$ cat src/rtl/regsrc2_pkg.sv
// Shared encodings and control-word bundle for the register-source-2 micro-sequencer.
package regsrc2_pkg;

  // Operand mux select encodings
  localparam logic [2:0] SEL_IN1     = 3'd0;
  localparam logic [2:0] SEL_TWO     = 3'd1;
  localparam logic [2:0] SEL_FOUR    = 3'd2;
  localparam logic [2:0] SEL_FIFTEEN = 3'd3;
  localparam logic [2:0] SEL_IN2     = 3'd4;

  // Micro-op codes presented by the decoder
  localparam logic [2:0] OP_NOP   = 3'd0;
  localparam logic [2:0] OP_PUSH  = 3'd1;
  localparam logic [2:0] OP_POP   = 3'd2;
  localparam logic [2:0] OP_CALL  = 3'd3;
  localparam logic [2:0] OP_SHR15 = 3'd4;
  localparam logic [2:0] OP_ADDW  = 3'd5;

  // ALU operation encodings
  localparam logic [1:0] ALU_PASS = 2'b00;
  localparam logic [1:0] ALU_ADD  = 2'b01;
  localparam logic [1:0] ALU_SUB  = 2'b10;
  localparam logic [1:0] ALU_SHR  = 2'b11;

  // Sequencer states
  typedef enum logic {
    ST_IDLE,
    ST_RUN
  } state_t;

  // Everything the datapath sees for one step
  typedef struct packed {
    logic [2:0] sel;
    logic [1:0] alu;
    logic       sp_we;
    logic       rf_we;
    logic       mem_we;
    logic       mem_re;
    logic       pc_we;
  } ctrl_word_t;

  // Quiet control word driven while idle or after an illegal op
  localparam ctrl_word_t CTRL_IDLE = '0;

  // Codes 6 and 7 have no micro-program
  function automatic logic op_is_legal(input logic [2:0] op);
    return (op <= OP_ADDW);
  endfunction

endpackage

$ cat src/rtl/regsrc2_ucode_rom.sv
// Combinational micro-code table: (op, step) -> control word, last-step flag, illegal flag.
module regsrc2_ucode_rom
  import regsrc2_pkg::*;
#(
  parameter int STEP_W = 2
) (
  input  logic [2:0]        i_op,
  input  logic [STEP_W-1:0] i_step,
  output ctrl_word_t        o_ctrl,
  output logic              o_last,
  output logic              o_illegal
);

  logic w_step0;
  logic w_step1;

  assign w_step0 = (i_step == STEP_W'(0));
  assign w_step1 = (i_step == STEP_W'(1));

  // Look up the control word for one step; out-of-range steps read as a quiet final step
  always_comb begin
    o_ctrl    = CTRL_IDLE;
    o_last    = 1'b1;
    o_illegal = !op_is_legal(i_op);
    case (i_op)
      OP_NOP: begin
        o_ctrl.sel = SEL_IN1;
        o_ctrl.alu = ALU_PASS;
      end
      OP_PUSH: begin
        o_last = !w_step0;
        if (w_step0) begin
          o_ctrl.sel   = SEL_TWO;
          o_ctrl.alu   = ALU_SUB;
          o_ctrl.sp_we = 1'b1;
        end else if (w_step1) begin
          o_ctrl.sel    = SEL_IN2;
          o_ctrl.alu    = ALU_PASS;
          o_ctrl.mem_we = 1'b1;
        end
      end
      OP_POP: begin
        o_last = !w_step0;
        if (w_step0) begin
          o_ctrl.sel    = SEL_IN2;
          o_ctrl.alu    = ALU_PASS;
          o_ctrl.mem_re = 1'b1;
          o_ctrl.rf_we  = 1'b1;
        end else if (w_step1) begin
          o_ctrl.sel   = SEL_TWO;
          o_ctrl.alu   = ALU_ADD;
          o_ctrl.sp_we = 1'b1;
        end
      end
      OP_CALL: begin
        o_last = !(w_step0 || w_step1);
        if (w_step0) begin
          o_ctrl.sel   = SEL_TWO;
          o_ctrl.alu   = ALU_SUB;
          o_ctrl.sp_we = 1'b1;
        end else if (w_step1) begin
          o_ctrl.sel    = SEL_IN2;
          o_ctrl.alu    = ALU_PASS;
          o_ctrl.mem_we = 1'b1;
        end else if (i_step == STEP_W'(2)) begin
          o_ctrl.sel   = SEL_IN1;
          o_ctrl.alu   = ALU_PASS;
          o_ctrl.pc_we = 1'b1;
        end
      end
      OP_SHR15: begin
        o_ctrl.sel   = SEL_FIFTEEN;
        o_ctrl.alu   = ALU_SHR;
        o_ctrl.rf_we = 1'b1;
      end
      OP_ADDW: begin
        o_ctrl.sel   = SEL_FOUR;
        o_ctrl.alu   = ALU_ADD;
        o_ctrl.rf_we = 1'b1;
      end
      default: begin
        o_ctrl = CTRL_IDLE;
      end
    endcase
  end

endmodule

$ cat src/rtl/regsrc2_sequencer.sv
// Micro-sequencer stepping compound instructions through the register-source-2 operand mux.
module regsrc2_sequencer
  import regsrc2_pkg::*;
#(
  parameter int STEP_W = 2
) (
  input  logic       i_clk,
  input  logic       i_rst_n,
  input  logic       i_start_valid,
  output logic       o_start_ready,
  input  logic [2:0] i_op,
  input  logic       i_hold,
  output logic [2:0] o_sel,
  output logic [1:0] o_alu_op,
  output logic       o_sp_we,
  output logic       o_rf_we,
  output logic       o_mem_we,
  output logic       o_mem_re,
  output logic       o_pc_we,
  output logic       o_busy,
  output logic       o_done,
  output logic       o_err
);

  state_t            r_state;
  logic [2:0]        r_op;
  logic [STEP_W-1:0] r_step;
  ctrl_word_t        r_ctrl;
  logic              r_busy;
  logic              r_done;
  logic              r_err;

  logic              w_accept;
  logic              w_stall;
  logic [2:0]        w_romOp;
  logic [STEP_W-1:0] w_romStep;
  ctrl_word_t        w_romCtrl;
  logic              w_romLast;
  logic              w_romIllegal;

  // r_done is high exactly while the current RUN step is the final one
  assign o_start_ready = (r_state == ST_IDLE) || ((r_state == ST_RUN) && r_done && !i_hold);
  assign w_accept      = i_start_valid && o_start_ready;
  assign w_stall       = (r_state == ST_RUN) && i_hold;

  // The ROM is addressed with the step that will be shown next cycle
  assign w_romOp   = w_accept ? i_op : r_op;
  assign w_romStep = w_accept ? STEP_W'(0) : (r_step + STEP_W'(1));

  regsrc2_ucode_rom #(
    .STEP_W (STEP_W)
  ) u_rom (
    .i_op      (w_romOp),
    .i_step    (w_romStep),
    .o_ctrl    (w_romCtrl),
    .o_last    (w_romLast),
    .o_illegal (w_romIllegal)
  );

  // Sequencer FSM: accept, advance, stall or retire, registering the next step's control word
  always_ff @(posedge i_clk or negedge i_rst_n) begin
    if (!i_rst_n) begin
      r_state <= ST_IDLE;
      r_op    <= OP_NOP;
      r_step  <= '0;
      r_ctrl  <= CTRL_IDLE;
      r_busy  <= 1'b0;
      r_done  <= 1'b0;
      r_err   <= 1'b0;
    end else begin
      r_err <= 1'b0;
      if (!w_stall) begin
        if (w_accept) begin
          r_step <= '0;
          if (w_romIllegal) begin
            r_state <= ST_IDLE;
            r_ctrl  <= CTRL_IDLE;
            r_busy  <= 1'b0;
            r_done  <= 1'b0;
            r_err   <= 1'b1;
          end else begin
            r_state <= ST_RUN;
            r_op    <= i_op;
            r_ctrl  <= w_romCtrl;
            r_busy  <= 1'b1;
            r_done  <= w_romLast;
          end
        end else if ((r_state == ST_RUN) && !r_done) begin
          r_step <= w_romStep;
          r_ctrl <= w_romCtrl;
          r_done <= w_romLast;
        end else begin
          r_state <= ST_IDLE;
          r_step  <= '0;
          r_ctrl  <= CTRL_IDLE;
          r_busy  <= 1'b0;
          r_done  <= 1'b0;
        end
      end
    end
  end

  assign o_sel    = r_ctrl.sel;
  assign o_alu_op = r_ctrl.alu;
  assign o_sp_we  = r_ctrl.sp_we;
  assign o_rf_we  = r_ctrl.rf_we;
  assign o_mem_we = r_ctrl.mem_we;
  assign o_mem_re = r_ctrl.mem_re;
  assign o_pc_we  = r_ctrl.pc_we;
  assign o_busy   = r_busy;
  assign o_done   = r_done;
  assign o_err    = r_err;

endmodule

$ cat config.mk
export PLATFORM = sky130hd
export DESIGN_NAME = regsrc2_sequencer
export DESIGN_NICKNAME = d
export VERILOG_FILES = /design/src/rtl/regsrc2_pkg.sv /design/src/rtl/regsrc2_ucode_rom.sv /design/src/rtl/regsrc2_sequencer.sv
export SDC_FILE = /design/constraint.sdc
export NUM_CORES = 1
export LEC_CHECK = 0
export BUFFER_PORTS_ARGS = -buffer_cell sky130_fd_sc_hd__clkbuf_2
export CORE_MARGIN = 2
export CORE_UTILIZATION = 51
export CTS_CLUSTER_DIAMETER = 40
export DETAILED_ROUTE_END_ITERATION = 8
export HOLD_SLACK_MARGIN = 0.12
export PLACE_DENSITY_LB_ADDON = 0.15
export SLEW_MARGIN = 5
export SYNTH_ARGS = -nofsm -noshare
export SYNTH_HDL_FRONTEND = slang
export SYNTH_HIERARCHICAL = 1
export SYNTH_SLANG_ARGS = --single-unit
$ cat constraint.sdc
create_clock -name i_clk -period 2.5 [get_ports i_clk]
set_input_delay 0.375 -clock i_clk [delete_from_list [all_inputs] [get_ports i_clk]]
set_output_delay 0.375 -clock i_clk [all_outputs]
set_load 0.02 [all_outputs]
After elaboration in Yosys (flattened, before gate mapping)
Index checks and enable logic that the tools add are counted.
- flip-flop bits (word level): 18
- input bits: 7
- output and inout port bits: 14
- word-level logic and storage cells: 75
- $add $sub $neg: 1
- order comparisons: 1
- eq/ne operators: 8
- muxes and demuxes: 34
- bitwise gates (word level): 2
- reductions and logical operators: 17
- operators by type and width (kind ; number):
    $mux 10 ; 3
    $pmux 5 s4 ; 1
    $mux 1 ; 19
    $mux 5 ; 3
    $eq 3x2->1 const B ; 2
    $eq 3x3->1 const B ; 2
    $mux 2 ; 3
    $pmux 1 s2 ; 3
    $reduce_or 2->1 ; 3
    $logic_and 1x1->1 ; 5
    $logic_not 1->1 ; 4
    $mux 4 ; 1
    $eq 3x1->1 const B ; 1
    $le 3x3->1 const B ; 1
    $mux 3 ; 1
    $reduce_and 3->1 ; 1
    $add 2x1->2 const B ; 1
    $eq 2x1->1 const B ; 1
    $eq 2x2->1 const B ; 1
    $logic_not 2->1 ; 1
    $logic_or 1x1->1 ; 2
    $ne 2x2->1 const B ; 1
    $not 1->1 ; 2
    $reduce_and 2->1 ; 1

Depth between registers and ports, before layout
Gate-level depths: netlist of run 1.
- depth in word-level cells: 12
- gate-level depth with buffers: 8
- mapped depth without buffers: 7

Cells and area by module
The synthesis of run 1 kept the hierarchy.
- modules (own cells, without submodules) (module ; times used ; cells an instance ; area each (um^2) ; sequential area each (um^2)):
    regsrc2_sequencer ; 1 ; 57 ; 767.0 ; 450.4
    regsrc2_ucode_rom ; 1 ; 23 ; 168.9 ; 0.0

Worst setup path after synthesis of run 1
OpenSTA, ideal clock, no wires.
- path type: register to register
- start point: register r_done, in the netlist o_done
- end point: register r_op[0]
- library setup time: 128 ps
- data arrival time: 2112 ps
- required time: 2372 ps
- path slack: 260 ps
- stages on the path, launching flop included: 8
- path buffers: 0
- clock period less this slack: 2240 ps
- cells stage by stage: dfrtp_1 -> nand2b_2 -> a21boi_4 -> mux2_1 -> and2_2 -> nand2b_1 -> a21oi_2 -> mux2_1
- cells in the longest elaborated chain, start to end: 7
- RTL lines (item ; RTL line ; RTL):
    from (decl) ; regsrc2_sequencer.sv:30 ; logic r_done;
    from (signal assigned) ; regsrc2_sequencer.sv:86 ; r_done <= w_romLast;
    from (signal assigned) ; regsrc2_sequencer.sv:91 ; r_done <= w_romLast;
    $logic_and 1x1->1 (2 in a row) ; regsrc2_sequencer.sv:42 ; assign o_start_ready = (r_state == ST_IDLE) || ((r_state == ST_RUN) && r_done && !i_hold);
    $logic_or 1x1->1 ; regsrc2_sequencer.sv:42 ;
    $logic_and 1x1->1 ; regsrc2_sequencer.sv:43 ; assign w_accept = i_start_valid && o_start_ready;
    $mux 3 ; regsrc2_sequencer.sv:47 ; assign w_romOp = w_accept ? i_op : r_op;
    via w_romOp[1] ; regsrc2_sequencer.sv:35 ; logic [2:0] w_romOp;
    $le 3x3->1 ; regsrc2_pkg.sv:47 ; return (op <= OP_ADDW);
    $reduce_and 3->1 (no line) ; n/a ;
    to (signal assigned) ; regsrc2_sequencer.sv:83 ; r_op <= i_op;
    to (decl) ; regsrc2_sequencer.sv:26 ; logic [2:0] r_op;
The timed path passes the listed nets, and every way through them passes these cells.
A chain may end at the register's enable or synchronous reset.

Worst setup path in the final report of run 1
- start point: register r_done, in the netlist o_done
- end point: register r_op[2]
Same word-level chain as after synthesis.

==> flow_summary.ini, run 1 <==
[detailed_routing]
drtIter0Drc = 14
drc = 0
num_vias = 675
wl_per_cell_um = 13.3
via_per_inst = 5.23
postRouteAntennaNets = 0
first_pass_iters = 4
routed_wl_mm = 1.72

[cells_and_area]
insertedDiodeCount = 0
drive_gt1_frac = 0.365
syn_to_final_growth_pct = 17.6
final_core_util = 0.638
fillers = 148
final_common_cell = clkbuf_2
fin_area_um2 = 1100
stdcell_count = 129
nets = 112
layout_common_cells = clkbuf_2 (20), dfrtp_1 (18), a22o_1 (11)

[worst_setup_path]
cp_slowest_cell = dfrtp_1
start_kind = register
worstReg2RegStart = o_done
cp_max_fo = 7
critPathRequiredTime_ns = 2.68
crit_buf_inv = 0
reg2reg_setup_slack_ns = 0.17
r2r-end = r_op[2]
cp_common_cell = mux2_1
end_kind = register
worst_path_largest_cell_delay_ns = 0.49
path_class = register to register
r2r_cells = 7
cpLargestDelayFamily = multiplexers
crit_chain = nand2b_2 > a21boi_4 > mux2_1 > and2_2 > nand2b_1 > a21oi_2 > mux2_1
cp.arrival_ns = 2.51

[clocking]
clk_path_buf_depth = 2
cts_tree = yes
path_clk_slew_ns = 0.10
htreeDepth = 1
clock_sinks = 18
clk_latency_ns = 0.29
cts_buffers = 3
post_cts_buffers = 0
root_buffer = clkbuf_4

[timing]
drv_slew = 0
setup_tns_ns = 0
final.period_utilization = 0.931
maxSlewHeadroom = 0.707
clock_skew_ns = 0.00217
finalCriticalPeriod_ns = 2.33
rsz0062_at_grt = no
finalSetupViolations = 0
hold_viol_final = 0
fmax_ghz = 0.430
worst_pin_slew_ns = 0.438
holdWs_ns = 0.321

[synthesis]
synth_seq_area_share = 0.481
ys_warn_count = 6
synth_top_area_frac = 0.481
synth.net_count = 87
synth_cells = 80
synth_cell_types = 32
yosys.area.top_type = dfrtp_1
synth_seq_cells = 18
synth_area_um2 = 936
avgSynthCellArea_um2 = 11.7
synth.top_cells.by_area = dfrtp_1 (48%), a22o_1 (10%), mux2_1 (7.2%), buf_6 (2.4%), a21boi_4 (2.0%)

[grt]
grt_pass1_wl_mm = 2.62
grt_overflow = 0
grt_max_degree = 19
grt_pass1_vias = 593
grt_antenna_before_repair = 0
grtUsageTotal = 0.168

[run]
maxCapViolCount = 0

[die]
die_height_um = 46.8
pin_count = 21
die_x_um = 46.8
start_util = 0.542
dieArea_um2 = 2190
fp-row-count = 15
core_area_um2 = 1730

[worst_hold_path]
holdPathEnd = r_op[0]
min_path_type = input port to register
hold_depth = 2
hp-start = i_op[0]

[placed_design]
dpl.cell_count = 124
place.gp.congestion = 0.828
hpwl_mm = 1.22
io_buffers = 20
placedInstanceArea_um2 = 1050

[power]
leakage_nw = 0.531
powerDensity_nw_per_um2 = 1340
irDropWorstVdd_v = 0.000739

[status]
outcome = completed
[sequential cells by signal, summed over array words and instances (netlist names)]
register  flops
o_sel         3
r_op          3
o_alu_op      2
r_step        2
o_busy        1
o_done        1
o_err         1
o_mem_re      1
o_mem_we      1
o_pc_we       1
o_rf_we       1
o_sp_we       1
[kinds of logic after synthesis]
group / after synthesis / share of synthesized area
multiplexers: 7 / 0.0842
AND/OR/NAND/NOR: 29 / 0.201
flip-flops: 18 / 0.481
buffers and inverters: 5 / 0.0374
XOR/XNOR: 1 / 0.00936
AO/OA/AOI/OAI: 20 / 0.187
[worst max path at each step]
stage / depth (start not counted) / to / startpoint
2_1_floorplan: 7 / r_op[0] / o_done
3_3_place_gp: 8 / r_op[0] / i_hold
3_5_place_dp: 8 / r_op[2] / i_hold
4_1_cts: 7 / r_op[2] / o_done
5_1_grt: 7 / r_op[0] / o_done
6_report: 7 / r_op[2] / o_done
[final cells by class]
class | instances | area (µm²) | share of cell area
inverter | 2 | 7.51 | 0.00682
multi-input combinational | 57 | 450 | 0.409
timing repair buffer | 23 | 125 | 0.114
clock buffer | 4 | 36.3 | 0.0330
sequential | 18 | 450 | 0.409
tap | 25 | 31.3 | 0.0284
[cell usage after synthesis]
| cell type | instances |
|---|---|
| dfrtp_1 | 18 |
| a22o_1 | 11 |
| mux2_1 | 6 |
| a21oi_1 | 3 |
| nand2_1 | 3 |
| nand2b_1 | 3 |
| nor2_1 | 3 |
| nor2b_1 | 3 |
| nor3_1 | 3 |
| or2_1 | 3 |
| and2_1 | 2 |
| buf_6 | 2 |
| a211oi_1 | 1 |
| a21boi_4 | 1 |
| a21o_2 | 1 |
| a21oi_2 | 1 |
| and2_2 | 1 |
| buf_2 | 1 |
| inv_1 | 1 |
| inv_2 | 1 |
| mux2_2 | 1 |
| nand2b_2 | 1 |
| nand3_1 | 1 |
| nor3_2 | 1 |
| nor3_4 | 1 |
| nor3b_1 | 1 |
| nor4b_1 | 1 |
| o21ai_0 | 1 |
| o2bb2ai_2 | 1 |
| or2_2 | 1 |
| or2b_4 | 1 |
| xnor2_1 | 1 |
[stage by stage]
stage	total power, W	setup slack [ns]
after floorplan	0.00114	0.260
after global placement	0.00128	0.144
after detailed placement	0.00130	0.0726
after CTS	0.00149	0.156
after global routing	0.00158	0.0552
final	0.00148	0.174
[repair_timing]
| item | 4_1_cts | 5_1_grt |
|---|---|---|
| hold buffers | 1 | 0 |
| endpoints found under the hold margin | 18 | 0 |
| setup endpoints to repair | 0 | 0 |
| gates resized for setup | 0 | 0 |
[metal layers]
| layer | wire length, µm | part of all wire | global-route usage | up-vias |
|---|---|---|---|---|
| met3 | 56 | 0.033 | 0.0346 | 0 |
| met4 | 0 | 0 | 0.0500 | 0 |
| met5 | 0 | 0 | 0 | - |
| li1 | - | - | - | 334 |
| met1 | 865 | 0.50 | 0.242 | 326 |
| met2 | 798 | 0.46 | 0.255 | 15 |
[report_power, final]
part	switching, W	total [W]	internal [W]
combinational	0.000462	0.000810	0.000348
sequential	0.0000915	0.000492	0.000400
clock	0.0000893	0.000178	0.0000887
Power figures use the tool's default switching activity.
==> run 2, diff against run 1 <==
--- a/config.mk
+++ b/config.mk
@@ -5,13 +5,15 @@
 export SDC_FILE = /design/constraint.sdc
 export NUM_CORES = 1
 export LEC_CHECK = 0
+export ABC_AREA = 1
 export BUFFER_PORTS_ARGS = -buffer_cell sky130_fd_sc_hd__clkbuf_2
 export CORE_MARGIN = 2
-export CORE_UTILIZATION = 51
+export CORE_UTILIZATION = 53
 export CTS_CLUSTER_DIAMETER = 40
 export DETAILED_ROUTE_END_ITERATION = 8
 export HOLD_SLACK_MARGIN = 0.12
 export PLACE_DENSITY_LB_ADDON = 0.15
+export SETUP_SLACK_MARGIN = 0.2
 export SLEW_MARGIN = 5
 export SYNTH_ARGS = -nofsm -noshare
 export SYNTH_HDL_FRONTEND = slang
==> flow_summary.ini, run 2 <==
[status]
outcome = completed

[grt]
grt_pass1_wl_mm = 3.57
grt_max_degree = 25
grt_antenna_before_repair = 0
grtUsageTotal = 0.193
grt_overflow = 0
grt_pass1_vias = 849

[synthesis]
yosys-top-cells-count = nand2_1 (40), inv_1 (24), nand2_2 (22)
synth_seq_area_share = 0.425
synth_cells = 148
synth.net_count = 155
synth_cell_types = 17
synth.top_cells.by_area = dfrtp_1 (42%), nand2_1 (14%), nand2_2 (13%), inv_1 (8.5%), nor2_1 (6.4%)
synth_seq_cells = 18
avgSynthCellArea_um2 = 7.17
synth_area_um2 = 1060
synth_enable_flop_cells = 0
yosys.area.top_type = dfrtp_1
synthArstFlopShare = 1.00
ys_warn_count = 6
synth_top_area_frac = 0.425
ys.flop_type = dfrtp_1
yosysMostFrequentCell = nand2_1

[cells_and_area]
fillers = 173
final_core_util = 0.635
drive_gt1_frac = 0.312
layout_common_cells = nand2_1 (40), inv_1 (24), nand2_2 (22)
multi_input_comb_area_um2 = 483
syn_to_final_growth_pct = 15.0
final-seq-area_um2 = 450
nets = 178
final_common_cell = nand2_1
insertedDiodeCount = 0

[timing]
drv_slew = 0
setup_tns_ns = 0
final.period_utilization = 0.821
worst_pin_slew_ns = 0.463
rsz0062_at_grt = no
finalCriticalPeriod_ns = 2.05
clock_skew_ns = 0.00880
finalSetupViolations = 0
post-route-worst-setup-slack_ns = 0.447
maxSlewHeadroom = 0.692
hold_viol_final = 0
fmax_ghz = 0.487

[placed_design]
place.gp.congestion = 0.800
io_buffers = 20
hpwl_mm = 1.50
dp_slack_ns = 0.443

[clocking]
path_clk_slew_ns = 0.11
post_cts_buffers = 0
clk_latency_ns = 0.30
htreeDepth = 1
clk_path_buf_depth = 2
clock_sinks = 18
cts_buffers = 3
root_buffer = clkbuf_4
cts_tree = yes

[die]
die_x_um = 48.7
pin_count = 21
dieArea_um2 = 2380
fp-row-count = 16
die_height_um = 48.7
core_area_um2 = 1920
start_util = 0.552

[worst_setup_path]
cp_max_fo = 11
start_kind = register
cp.arrival_ns = 2.25
end_kind = register
critPathRequiredTime_ns = 2.69
path_class = register to register

[power]
powerDensity_nw_per_um2 = 1270
irDropWorstVdd_v = 0.000809
leakage_nw = 0.729

[run]
maxCapViolCount = 0

[detailed_routing]
postRouteAntennaNets = 0
drtIter0Drc = 20
wl_per_cell_um = 9.97
via_per_inst = 4.63
routed_wl_mm = 1.97
drc = 0
first_pass_iters = 4
num_vias = 912

[worst_hold_path]
min_path_type = input port to register
run 2: final cells by class:
class,instances,area share
Multi-Input combinational cell,99,0.396
Sequential cell,18,0.369
Clock buffer,4,0.0297
Timing Repair Buffer,21,0.0903
Inverter,28,0.0872
Tap cell,27,0.0277
run 2: critical path, stage by stage (launching register included):
cell        delay [ns]
dfrtp_1           0.45
nand2_2           0.16
nand3_2           0.17
o21ai_1           0.31
nand2_1           0.09
inv_1             0.08
clkinvlp_2        0.14
nand4_4           0.17
nand2_2           0.21
nand2_1           0.13
nand2_1           0.05
run 2: per-stage QoR:
stage / power [W] / hold slack, ns / area, µm² / instances
CTS: 0.00157 / 0.309 / 1220 / 197
finish: 0.00156 / 0.314 / 1220 / 197
floorplan: 0.00121 / 0.0794 / 1060 / 148
global route: 0.00172 / 0.323 / 1220 / 197
detailed placement: 0.00139 / 0.343 / 1170 / 192
global placement: 0.00136 / 0.339 / 1170 / 192
run 2: logic make-up after synthesis:
| family | count (synthesis) | share of synthesized area |
|---|---|---|
| AO/OA/AOI/OAI | 10 | 0.0472 |
| XOR/XNOR | 1 | 0.00826 |
| buffers and inverters | 31 | 0.120 |
| flip-flops | 18 | 0.425 |
| AND/OR/NAND/NOR | 88 | 0.400 |
run 2: final timing paths:
| check | start | cells after the start | end | slack (ns) |
|---|---|---|---|---|
| setup / recovery | o_busy | 10 | o_sel[0] | 0.45 |
| hold / removal | i_op[2] | 3 | r_op[2] | 0.31 |
| setup reg to reg | o_busy | 10 | o_sel[0] | 0.45 |
| hold reg to reg | o_sel[0] | 2 | o_sel[0] | 0.50 |
| max in group asynchronous | i_rst_n | 2 | o_busy | 1.63 |
| min in group asynchronous | i_rst_n | 2 | o_mem_re | 0.54 |
run 2: layer usage:
metal	vias to the layer above	share of wire	track usage	routed length [µm]
li1	480	-	-	-
met1	408	0.45	0.236	893
met2	20	0.49	0.331	972
met5	-	0	0	0
met3	4	0.027	0.0278	53
met4	0	0.023	0.100	46
run 2: power breakdown:
group	internal, W	total, W	switching [W]	leakage [nW]
sequential	0.000397	0.000464	0.0000679	0.238
combinational	0.000288	0.000909	0.000621	0.469
clock	0.0000888	0.000181	0.0000924	0.0210
run 2: repair_timing:
item / 4_1_cts / 5_1_grt
gates resized for setup: 0 / 0
hold buffers: 1 / 0
hold endpoints to repair: 18 / 0
==> run 3, diff against run 2 <==
--- a/config.mk
+++ b/config.mk
@@ -8,7 +8,7 @@
 export ABC_AREA = 1
 export BUFFER_PORTS_ARGS = -buffer_cell sky130_fd_sc_hd__clkbuf_2
 export CORE_MARGIN = 2
-export CORE_UTILIZATION = 53
+export CORE_UTILIZATION = 48
 export CTS_CLUSTER_DIAMETER = 40
 export DETAILED_ROUTE_END_ITERATION = 8
 export HOLD_SLACK_MARGIN = 0.12
==> constraint.sdc (replaced) <==
create_clock -name i_clk -period 1.85 [get_ports i_clk]
set_input_delay 0.2775 -clock i_clk [delete_from_list [all_inputs] [get_ports i_clk]]
set_output_delay 0.2775 -clock i_clk [all_outputs]
set_load 0.02 [all_outputs]
==> flow_summary.ini, run 3 (same netlist as run 2, synthesis figures left out) <==
[cells_and_area]
insertedDiodeCount = 0
drive_gt1_frac = 0.436
final_common_cell = nand2_1
stdcell_count = 207
nets = 187
fillers = 195
layout_common_cells = nand2_1 (35), nand2_2 (24), inv_1 (22)
syn_to_final_growth_pct = 32.1

[status]
outcome = completed

[run]
maxCapViolCount = 0

[worst_setup_path]
end_kind = register
cp.arrival_ns = 1.90
path_class = register to register
start_kind = register
cp_max_fo = 11
critPathRequiredTime_ns = 2.05

[clocking]
clk_latency_ns = 0.30
clk_path_buf_depth = 2
cts_tree = yes
htreeDepth = 1
cts_buffers = 3
root_buffer = clkbuf_4
path_clk_slew_ns = 0.11
clock_sinks = 18

[grt]
grt-busiest-layer = met2
grt_max_degree = 25
grt_antenna_before_repair = 0
met3_usage = 0.0263
grtUsageTotal = 0.190
grt_pass1_wl_mm = 3.69
met1_usage = 0.227
grt_pass1_vias = 865
grt_overflow = 0
met2_usage = 0.327

[power]
powerDensity_nw_per_um2 = 1740
irDropWorstVdd_v = 0.000948
leakage_nw = 0.783
power_w = 0.00244

[die]
dieArea_um2 = 2600
die_x_um = 51.0
start_util = 0.494
pin_count = 21
die_height_um = 51.0
core_area_um2 = 2150
fp-row-count = 17

[detailed_routing]
postRouteAntennaNets = 0
num_vias = 940
routed_wl_mm = 2.06
wl_per_cell_um = 9.93
first_pass_iters = 4
drc = 0
via_per_inst = 4.54
drtIter0Drc = 13

[timing]
maxSlewHeadroom = 0.706
clock_skew_ns = 0.00367
post-route-worst-setup-slack_ns = 0.143
final.period_utilization = 0.923
setup_tns_ns = 0
drv_slew = 0
hold_viol_final = 0
rsz0062_at_grt = yes
worst_pin_slew_ns = 0.441
finalCriticalPeriod_ns = 1.71
holdWs_ns = 0.273
fmax_ghz = 0.586
finalSetupViolations = 0

[placed_design]
io_buffers = 20
dpl.cell_count = 193
place.gp.congestion = 0.795
hpwl_mm = 1.37
dp_slack_ns = 0.0500

[worst_hold_path]
min_path_type = input port to register
## run 3: worst paths after layout
kind	start	to	slack, ns	cells past startpoint
max	o_busy	o_sel[0]	0.14	10
min	i_op[0]	r_op[0]	0.27	3
max reg2reg	o_busy	o_sel[0]	0.14	10
min reg2reg	o_sel[0]	o_sel[0]	0.49	2
max in group asynchronous	i_rst_n	o_busy	1.08	2
min in group asynchronous	i_rst_n	o_rf_we	0.44	2
## run 3: critical path: stages, from the launching register on
cell,delay (ns)
dfrtp_2,0.47
nand2_4,0.12
nand3_4,0.14
o21ai_4,0.22
nand2_1,0.11
inv_2,0.08
clkinvlp_4,0.10
nand4_4,0.14
nand2_8,0.11
nand2_1,0.07
nand2_1,0.04
## run 3: metal layers
layer	vias up	part of all wire
met5	-	0
met4	0	0.024
met3	4	0.030
met2	15	0.50
met1	420	0.45
li1	501	-
## run 3: metrics by stage
step / cell area [µm²] / util
final: 1400 / 0.652
after global routing: 1400 / 0.652
after CTS: 1340 / 0.623
after detailed placement: 1210 / 0.563
after global placement: 1210 / 0.563
after floorplan: 1100 / -
## run 3: area by class of cell
cell class                      instances  area (µm²)  share of cell area
Sequential cell                        18         453               0.323
Multi-Input combinational cell        100         598               0.427
Tap cell                               28        35.0              0.0250
Inverter                               28         109              0.0777
Clock buffer                            4        36.3              0.0259
Timing Repair Buffer                   29         170               0.121
## run 3: power by group
group	switching, W	internal, W
registers	0.000103	0.000540
clock network	0.000125	0.000120
logic	0.000988	0.000568
total	0.00122	0.00123
## run 3: what timing repair did
| item | CTS | global route |
|---|---|---|
| hold buffers | 1 | 0 |
| cloned | 1 | 0 |
| pin swaps | 3 | 5 |
| setup endpoints to repair | 11 | 15 |
| hold endpoints to repair | 18 | 0 |
| buffers inserted | 4 | 4 |
| gates resized for setup | 7 | 10 |
